## config.mk

```make
export PLATFORM = sky130hd
export DESIGN_NAME = cramer_solver
export DESIGN_NICKNAME = d
export VERILOG_FILES = /design/src/rtl/cramer_pkg.sv /design/src/rtl/cramer_divider.sv /design/src/rtl/cramer_solver.sv
export SDC_FILE = /design/constraint.sdc
export NUM_CORES = 1
export LEC_CHECK = 0
export ABC_CLOCK_PERIOD_IN_PS = 22600
export BUFFER_PORTS_ARGS = -buffer_cell sky130_fd_sc_hd__buf_2
export CAP_MARGIN = 5
export CORE_MARGIN = 1
export CORE_UTILIZATION = 45
export CTS_CLUSTER_DIAMETER = 150
export CTS_CLUSTER_SIZE = 8
export DETAILED_ROUTE_END_ITERATION = 10
export GPL_ROUTABILITY_DRIVEN = 1
export GPL_TIMING_DRIVEN = 0
export PLACE_DENSITY = 0.58
export SYNTH_ARGS = -nofsm -noshare
export SYNTH_HDL_FRONTEND = slang
export SYNTH_SLANG_ARGS = --single-unit
```

## constraint.sdc

```tcl
create_clock -name clk -period 22.6 [get_ports clk]
set_clock_uncertainty 0.2 [all_clocks]
set_input_delay 4.52 -clock clk [delete_from_list [all_inputs] [get_ports clk]]
set_output_delay 4.52 -clock clk [all_outputs]
set_load 0.01 [all_outputs]
```

## src/rtl/cramer_pkg.sv

```systemverilog
// cramer_pkg: shared types and sizing for the Cramer's-rule solver
package cramer_pkg;
  typedef enum logic [2:0] {IDLE, MUL, CHECK, DIV_X, DIV_Y, DONE} state_t;
  localparam int MUL_STEPS = 6;
  function automatic int calc_dw(input int w);
    return 2 * w + 1;
  endfunction
endpackage

```

## src/rtl/cramer_divider.sv

```systemverilog
// cramer_divider: N-cycle signed restoring divider; remainder port only with CRAMER_REMAINDER_EN
module cramer_divider #(
  parameter int N = 25
) (
  input  logic                clk,
  input  logic                rst_n,
  input  logic                start_i,
  input  logic signed [N-1:0] num_i,
  input  logic signed [N-1:0] den_i,
  output logic                done_o,
  output logic signed [N-1:0] quo_o
`ifdef CRAMER_REMAINDER_EN
  , output logic signed [N-1:0] rem_o
`endif
);
  localparam int CW = $clog2(N + 1);
  logic [N-1:0] r_q, r_d, q_q, q_d, den_q, den_d, r_nx, q_nx;
  logic [CW-1:0] cnt_q, cnt_d;
  logic qneg_q, qneg_d, nneg_q, nneg_d, ge;
  logic [N:0] sh;
  function automatic logic [N-1:0] mag(input logic signed [N-1:0] v);
    return v[N-1] ? -v : v;
  endfunction
  always_comb begin
    sh = {r_q, q_q[N-1]};
    ge = sh >= {1'b0, den_q};
    r_nx = ge ? N'(sh - {1'b0, den_q}) : sh[N-1:0];
    q_nx = {q_q[N-2:0], ge};
    done_o = cnt_q == CW'(1);
    // done_o marks the last step, so results are the combinational next values
    quo_o = qneg_q ? $signed(-q_nx) : $signed(q_nx);
    r_d = start_i ? '0 : (cnt_q != '0) ? r_nx : r_q;
    q_d = start_i ? mag(num_i) : (cnt_q != '0) ? q_nx : q_q;
    den_d = start_i ? mag(den_i) : den_q;
    qneg_d = start_i ? num_i[N-1] ^ den_i[N-1] : qneg_q;
    nneg_d = start_i ? num_i[N-1] : nneg_q;
    cnt_d = start_i ? CW'(N) : (cnt_q != '0) ? cnt_q - 1'b1 : cnt_q;
  end
`ifdef CRAMER_REMAINDER_EN
  assign rem_o = nneg_q ? $signed(-r_nx) : $signed(r_nx);
`endif
  always_ff @(posedge clk) begin
    if (!rst_n) begin
      r_q <= '0;
      q_q <= '0;
      den_q <= '0;
      qneg_q <= 1'b0;
      nneg_q <= 1'b0;
      cnt_q <= '0;
    end else begin
      r_q <= r_d;
      q_q <= q_d;
      den_q <= den_d;
      qneg_q <= qneg_d;
      nneg_q <= nneg_d;
      cnt_q <= cnt_d;
    end
  end
endmodule

```

## src/rtl/cramer_solver.sv

```systemverilog
// cramer_solver: sequential 2x2 Cramer's-rule solver with shared multiplier and divider
// Optional remainder outputs x_rem/y_rem enabled by CRAMER_REMAINDER_EN.
module cramer_solver
  import cramer_pkg::*;
#(
  parameter int WIDTH = 12,
  localparam int DW = calc_dw(WIDTH)
) (
  input  logic                    clk,
  input  logic                    rst_n,
  input  logic                    in_valid,
  output logic                    in_ready,
  input  logic signed [WIDTH-1:0] a11,
  input  logic signed [WIDTH-1:0] a12,
  input  logic signed [WIDTH-1:0] a21,
  input  logic signed [WIDTH-1:0] a22,
  input  logic signed [WIDTH-1:0] b1,
  input  logic signed [WIDTH-1:0] b2,
  output logic                    out_valid,
  input  logic                    out_ready,
  output logic signed [DW-1:0]    x_q,
  output logic signed [DW-1:0]    y_q,
  output logic signed [DW-1:0]    det,
  output logic                    singular
`ifdef CRAMER_REMAINDER_EN
  , output logic signed [DW-1:0]  x_rem
  , output logic signed [DW-1:0]  y_rem
`endif
);
  state_t state_q, state_d;
  logic [2:0] step_q, step_d;
  logic signed [WIDTH-1:0] a11_q, a12_q, a21_q, a22_q, b1_q, b2_q, m_a, m_b;
  logic signed [2*WIDTH-1:0] prod;
  logic signed [DW-1:0] acc_q, det_q, dx_q, dy_q, diff, div_num, div_quo;
  logic accept, det_zero, div_start, div_done;
  assign in_ready = state_q == IDLE;
  assign out_valid = state_q == DONE;
  assign accept = in_valid && in_ready;
  assign det = det_q;
  assign det_zero = det_q == '0;
  // Product order: D terms, then Dx terms, then Dy terms
  assign m_a = step_q == 3'd0 ? a11_q : step_q == 3'd1 ? a12_q : step_q == 3'd2 ? b1_q :
               step_q == 3'd3 ? a12_q : step_q == 3'd4 ? a11_q : b1_q;
  assign m_b = step_q == 3'd0 ? a22_q : step_q == 3'd1 ? a21_q : step_q == 3'd2 ? a22_q :
               step_q == 3'd3 ? b2_q : step_q == 3'd4 ? b2_q : a21_q;
  assign prod = m_a * m_b;
  assign diff = acc_q - DW'(prod);
  assign div_start = (state_q == CHECK && !det_zero) || (state_q == DIV_X && div_done);
  assign div_num = state_q == CHECK ? dx_q : dy_q;
`ifdef CRAMER_REMAINDER_EN
  logic signed [DW-1:0] div_rem;
`endif
  cramer_divider #(.N(DW)) u_div (
    .clk(clk),
    .rst_n(rst_n),
    .start_i(div_start),
    .num_i(div_num),
    .den_i(det_q),
    .done_o(div_done),
    .quo_o(div_quo)
`ifdef CRAMER_REMAINDER_EN
    , .rem_o(div_rem)
`endif
  );
  always_comb begin
    state_d = state_q;
    step_d = state_q == MUL ? step_q + 3'd1 : 3'd0;
    unique case (state_q)
      IDLE:    state_d = in_valid ? MUL : IDLE;
      MUL:     state_d = step_q == 3'(MUL_STEPS - 1) ? CHECK : MUL;
      CHECK:   state_d = det_zero ? DONE : DIV_X;
      DIV_X:   state_d = div_done ? DIV_Y : DIV_X;
      DIV_Y:   state_d = div_done ? DONE : DIV_Y;
      DONE:    state_d = out_ready ? IDLE : DONE;
      default: state_d = IDLE;
    endcase
  end
  always_ff @(posedge clk) begin
    if (!rst_n) begin
      state_q <= IDLE;
      step_q <= 3'd0;
    end else begin
      state_q <= state_d;
      step_q <= step_d;
    end
  end
  always_ff @(posedge clk) begin
    if (accept) begin
      a11_q <= a11;
      a12_q <= a12;
      a21_q <= a21;
      a22_q <= a22;
      b1_q <= b1;
      b2_q <= b2;
    end
    if (state_q == MUL && !step_q[0]) acc_q <= DW'(prod);
    if (state_q == MUL && step_q == 3'd3) dx_q <= diff;
    if (state_q == MUL && step_q == 3'd5) dy_q <= diff;
  end
  always_ff @(posedge clk) begin
    if (!rst_n) begin
      det_q <= '0;
      x_q <= '0;
      y_q <= '0;
      singular <= 1'b0;
`ifdef CRAMER_REMAINDER_EN
      x_rem <= '0;
      y_rem <= '0;
`endif
    end else begin
      if (state_q == MUL && step_q == 3'd1) det_q <= diff;
      if (state_q == CHECK) singular <= det_zero;
      if (state_q == CHECK && det_zero) begin
        x_q <= '0;
        y_q <= '0;
`ifdef CRAMER_REMAINDER_EN
        x_rem <= '0;
        y_rem <= '0;
`endif
      end
      if (state_q == DIV_X && div_done) x_q <= div_quo;
      if (state_q == DIV_Y && div_done) y_q <= div_quo;
`ifdef CRAMER_REMAINDER_EN
      if (state_q == DIV_X && div_done) x_rem <= div_rem;
      if (state_q == DIV_Y && div_done) y_rem <= div_rem;
`endif
    end
  end
endmodule

```

Word-level counts from Yosys, hierarchy flattened
Cells that the tools add are included. W data, S select, Z words.

Bits in registers: 309. Input bits: 76. Output and inout bits: 78. Logic and storage cells: 93.

Add/subtract/negate cells: 7. $mul: 1. Order comparisons: 1. Eq/ne operators: 11. Muxes and demuxes: 29. Bitwise operators: 2. Reductions and logical operators: 21.

Operator list (number): $mux W25 (10); $mux W12 (10); $neg A25 Y25 (3); $ge A26 B25 Y1 (1); $logic_not A25 Y1 (1); $sub A24 B24 Y25 (1); $sub A25 B25 Y25 (1); $mul A12 B12 Y24 (1); $pmux W3 S6 (1); $eq A3 B2 Y1 const B (4); $eq A3 B3 Y1 const B (4); $mux W5 (2); $logic_and A1 B1 Y1 (9); $mux W3 (3); $eq A3 B1 Y1 const B (2); $logic_not A3 Y1 (2); $reduce_bool A2 Y1 (3); $eq A5 B1 Y1 const B (1); $reduce_bool A5 Y1 (1); $sub A5 B1 Y5 const B (1); $add A3 B1 Y3 const B (1); $logic_not A1 Y1 (2); $mux W1 (2); $mux W2 (1); other kinds (5) (5).

Depth between registers and ports, before layout
Depth in word-level cells: 8. Mapped depth: 40. Mapped depth without buffers: 39.

Modules after synthesis
A second synthesis with hierarchy kept.

Cell total of the unflattened synthesis: 2370. Area total of the unflattened synthesis: 21778.4 um^2.

Modules (own cells, without submodules): cramer_solver (instances 1, cells each 1516, area each 15437.3 um^2, seq. area each 6025.8 um^2); cramer_divider (instances 1, cells each 854, area each 6341.1 um^2, seq. area each 1621.6 um^2).

Worst setup path after synthesis
OpenSTA, ideal clock, no wires.

Path type: flip-flop to flip-flop. Start: reg step_q[0]. End: reg dx_q[23] (data pin). Library setup time: 0.267 ns. Arrival time: 8.632 ns. Required time: 22.133 ns. Path slack: 13.501 ns. Stages on the path, launching flop included: 38. Buffers on the path: 3. Clock period less this slack: 9.099 ns. Cell sequence: dfxtp_1 -> ha_1 -> ha_1 -> clkbuf_1 -> o21ai_0 -> o21ai_0 -> clkbuf_1 -> a22oi_1 -> o21ai_0 -> clkbuf_1 -> nand2_1 -> fa_1 -> inv_1 -> fa_1 -> fa_1 -> fa_1 -> inv_1 -> fa_1 -> (+2 left out) -> nand4_1 -> nor3b_1 -> o41a_1 -> or2_2 -> a21o_1 -> a21o_1 -> xor2_1 -> inv_1 -> ha_1 -> and3_1 -> nand4_1 -> a21oi_1 -> nand3b_1 -> maj3_1 -> maj3_2 -> and2_1 -> o31ai_1 -> xnor2_1.

Cells in the longest elaborated chain, start to end: 8. Elaborated cells between the ends (all ways): 17. Classes of those cells: add/sub (1); mul (1); eq/ne (4); mux (10); reduce/logical (1).

Ends and longest elaborated chain: from (decl) (line cramer_solver.sv:31) `logic [2:0] step_q, step_d;`; from (signal assigned) (line cramer_solver.sv:84) `step_q <= step_d;`; $eq A3 B3 Y1 (line cramer_solver.sv:43, cramer_solver.sv:45); $mux W12, on equally long branches (2 in a row) (line cramer_solver.sv:43, cramer_solver.sv:45); $mux W12, on equally long branches (3 in a row) (line cramer_solver.sv:42, cramer_solver.sv:44); $mul A12 B12 Y24 * (line cramer_solver.sv:46) `assign prod = m_a * m_b;`; named net prod[17] (line cramer_solver.sv:33) `logic signed [2*WIDTH-1:0] prod;`; $sub A24 B24 Y25 * (line cramer_solver.sv:47) `assign diff = acc_q - DW'(prod);`; named net diff[23] (line cramer_solver.sv:34) `logic signed [DW-1:0] acc_q, det_q, dx_q, dy_q, diff, div_num, div_quo;`; to (signal assigned) (line cramer_solver.sv:97) `if (state_q == MUL && step_q == 3'd3) dx_q <= diff;`; to (decl) (line cramer_solver.sv:34).

Mark *: on every way through the listed nets, which the timed path passes. The rest lies on a longest branch. A chain may end at the register's enable or synchronous reset.

Worst setup path after layout
Start: reg step_q[0]. End: reg dy_q[23] (data pin).

Cells in the longest elaborated chain, start to end: 8. Elaborated cells between the ends (all ways): 17. Classes of those cells: add/sub (1); mul (1); eq/ne (4); mux (10); reduce/logical (1).

Ends and longest elaborated chain: $eq A3 B3 Y1 (line cramer_solver.sv:43, cramer_solver.sv:45); $mux W12, on equally long branches (2 in a row) (line cramer_solver.sv:43, cramer_solver.sv:45); $mux W12, on equally long branches (3 in a row) (line cramer_solver.sv:42, cramer_solver.sv:44); $mul A12 B12 Y24 * (line cramer_solver.sv:46); named net prod[16] (line cramer_solver.sv:33); $sub A24 B24 Y25 * (line cramer_solver.sv:47); named net diff[23] (line cramer_solver.sv:34); to (signal assigned) (line cramer_solver.sv:98) `if (state_q == MUL && step_q == 3'd5) dy_q <= diff;`; to (decl) (line cramer_solver.sv:34).

Marked as above.

==> qor.txt <==
Total Wirelength: 58,400 um
Number of diodes: 0
Register area share after synthesis: 36.30%
Setup TNS: 0 ps
Max-slew violations: 0
ANT nets after route: 0
Vias: 16,850
Clock Latency Late Sink: 570 ps
Overflow after GRT: 0
Crit path largest cell delay: 750 ps
Final Critical Period: 10,970 ps
Register clock-pin slew on the reported worst setup and hold paths: 50 ps
Main flop type after synthesis: dfxtp_1
#FFs+latches synth: 309
Family with the most delay on the worst path: adder cells
Synthesized area: 21,070 um^2
Final nets: 2,829
Cts bufs inserted: 44
Layout Area Growth over Synthesis: 13.48%
Distinct cells, synth: 73
Design Area, Final: 23,900 um^2
Final Setup Violations: 0
Status: completed
CTS tree: done
Worst reg2reg setup slack: 11,630 ps
Initial antenna violation count: 0
Final Hold Vio Count: 0
Fmax: 91.17 MHz
Slowest cell on crit path: o21ai_0
Cells after synthesis: 2,304
Via/cell ratio: 5.385
Slew @ Worst Pin: 1287 ps
Die Width: 218.4 um
Crit path max fanout: 10
Crit. Startpoint: step_q[0]
Port Buffers: 153
Total track usage: 24.91%
WL per Instance: 18.66 um
Fillcell total: 4,274
DP HPWL: 45,920 um
Slew headroom: 14.20%
Initial DRC count: 1,097
Die Ht: 218.4 um
Net Count, Synth: 2,627
Fin util: 52.23%
Clock tree sinks: 309
Layout cells sized above 1: 9.688%
Yosys warnings: 0
Postcts setup bufs: 0
Pin count of the biggest net entering global routing: 73
DRC: 0
R2R depth: 37
Cts hold-fix bufs: 0
Initial Util: 46.02%
Ys async rst share: 0%
CP Launch Type: flop
Clk buf depth: 3
Reg2reg start: step_q[0]
Final period util: 48.53%
Vias in the first global route: 16,930
RSZ-0062 raised after global routing: false
Crit path depth: 37
CTS-repair resized insts: 0
Most frequent cell after synthesis: nand2_1
Worst Min Path Start: x_q[13]
Finished Layout Cells: 3,129
Critical path required time: 22,710 ps
Initial DRT Pass Iterations: 6
Row count: 78
Hold Crit Class: flop to flop
WHS Endpoint: x_q[13]
Top post-synthesis cells by count: nand2_1 (339), inv_1 (271), nor2_1 (186)
Root Driver: clkbuf_16
Global-route wire length before repair: 92,310 um
Number of synthesized flops with an enable pin: 146
Yosys top cell by area: edfxtp_1
Max_cap viols: 0
Number of H-tree levels: 2
Worst Setup End Kind: flop
Dpl cells: 3,060
Instance area at placement: 22,650 um^2
Syn Area/Cell: 9.143 um^2
Core region area: 45,770 um^2
Number of I/O pins: 154
Ranking of synthesized cells by area: edfxtp_1 (21%), dfxtp_1 (15%), fa_1 (13%), ha_1 (6.4%), nand2_1 (6.0%)
Gpl congestion: 0.8899
Hold path depth: 2
Reg2Reg Capture Point: dy_q[23]
Top-area cell type share of the netlist area: 20.81%
Die Area: 47,680 um^2
Kind of critical path: flop to flop
Buffers & Inverters on Critical Path: 8
CP arrival: 11,070 ps
-- cell families (layout without fill, tap and decap cells) --
kind of cell             Yosys count  in the layout  share of synthesized area (%)
buffers and inverters            372            597                          6.783
XOR/XNOR                         131            131                          5.447
AND/OR/NAND/NOR                  733            733                          15.49
multiplexers                      31             31                          1.479
adder cells (fa/ha/maj)          250            250                          19.81
flip-flops                       309            309                          36.30
AO/OA/AOI/OAI                    478            478                          14.68
-- worst max-delay path by stage --
stage and to:
6_report dy_q[23], 5_1_grt dy_q[23], 4_1_cts dy_q[23], 3_5_place_dp dx_q[23]
3_3_place_gp dx_q[23], 2_1_floorplan dx_q[23]
-- cell type report --
type                       instances  area (um^2)  share of cell area, %
tap                              600        750.7                  3.141
timing repair buffer             156        823.3                  3.444
clock buffer                      66         1205                  5.041
multi-input combinational       1623        12000                  50.19
buffer                           100        407.9                  1.706
sequential                       309         7647                  31.99
clock inverter                     3        51.30                 0.2146
inverter                         272         1021                  4.271
-- state kept, by name (all words and copies together), names as in the netlist --
register	count
u_div.r_q	25
dy_q	25
u_div.q_q	25
b1_q	12
dx_q	25
step_q	3
a11_q	12
state_q	3
x_q	25
y_q	25
u_div.cnt_q	5
acc_q	24
det	25
a22_q	12
singular	1
a21_q	12
b2_q	12
u_div.den_q	25
a12_q	12
u_div.qneg_q	1
-- metrics by stage --
stage	worst slack, ps	hold WS, ps
detailed placement	11790	238.6
floorplan	13500	231.8
finish	11630	247.1
global route	10990	275.4
global placement	11930	229.6
CTS	11780	250.2
-- placed cells by master (no fill, tap or decap), types with 16 or more instances in the layout --
master / n
and2_1: 19
dfxtp_1: 163
clkbuf_1: 103
ha_1: 107
edfxtp_1: 146
nand3_1: 38
nand2_1: 339
nor3_1: 39
o31ai_1: 18
fa_1: 140
xnor2_1: 88
nor2_1: 184
inv_1: 271
buf_2: 164
a31oi_1: 16
a311oi_1: 28
xor2_1: 43
nand2b_1: 19
o21ai_0: 84
nor2b_1: 16
clkbuf_16: 45
and3_1: 18
a21o_1: 36
o21a_1: 22
a21oi_1: 128
a211oi_1: 43
mux2i_1: 30
a22oi_1: 21
-- layer usage --
layer / up-vias / share of wire (%) / GRT usage, %
li1: 8195 / - / -
met1: 8101 / 43 / 30.45
met2: 450 / 50 / 44.36
met3: 104 / 4.3 / 3.285
met4: 0 / 3.4 / 9.347
met5: - / 0 / 0
-- tightest hold or removal path: stages, from the launching register on --
cell	delay, ps
dfxtp_1	310
nand2_1	40
o21ai_0	60
Power is left out: the tool's default activity adds up to more than one toggle a clock period on the data nets, which glitch-free logic cannot reach.
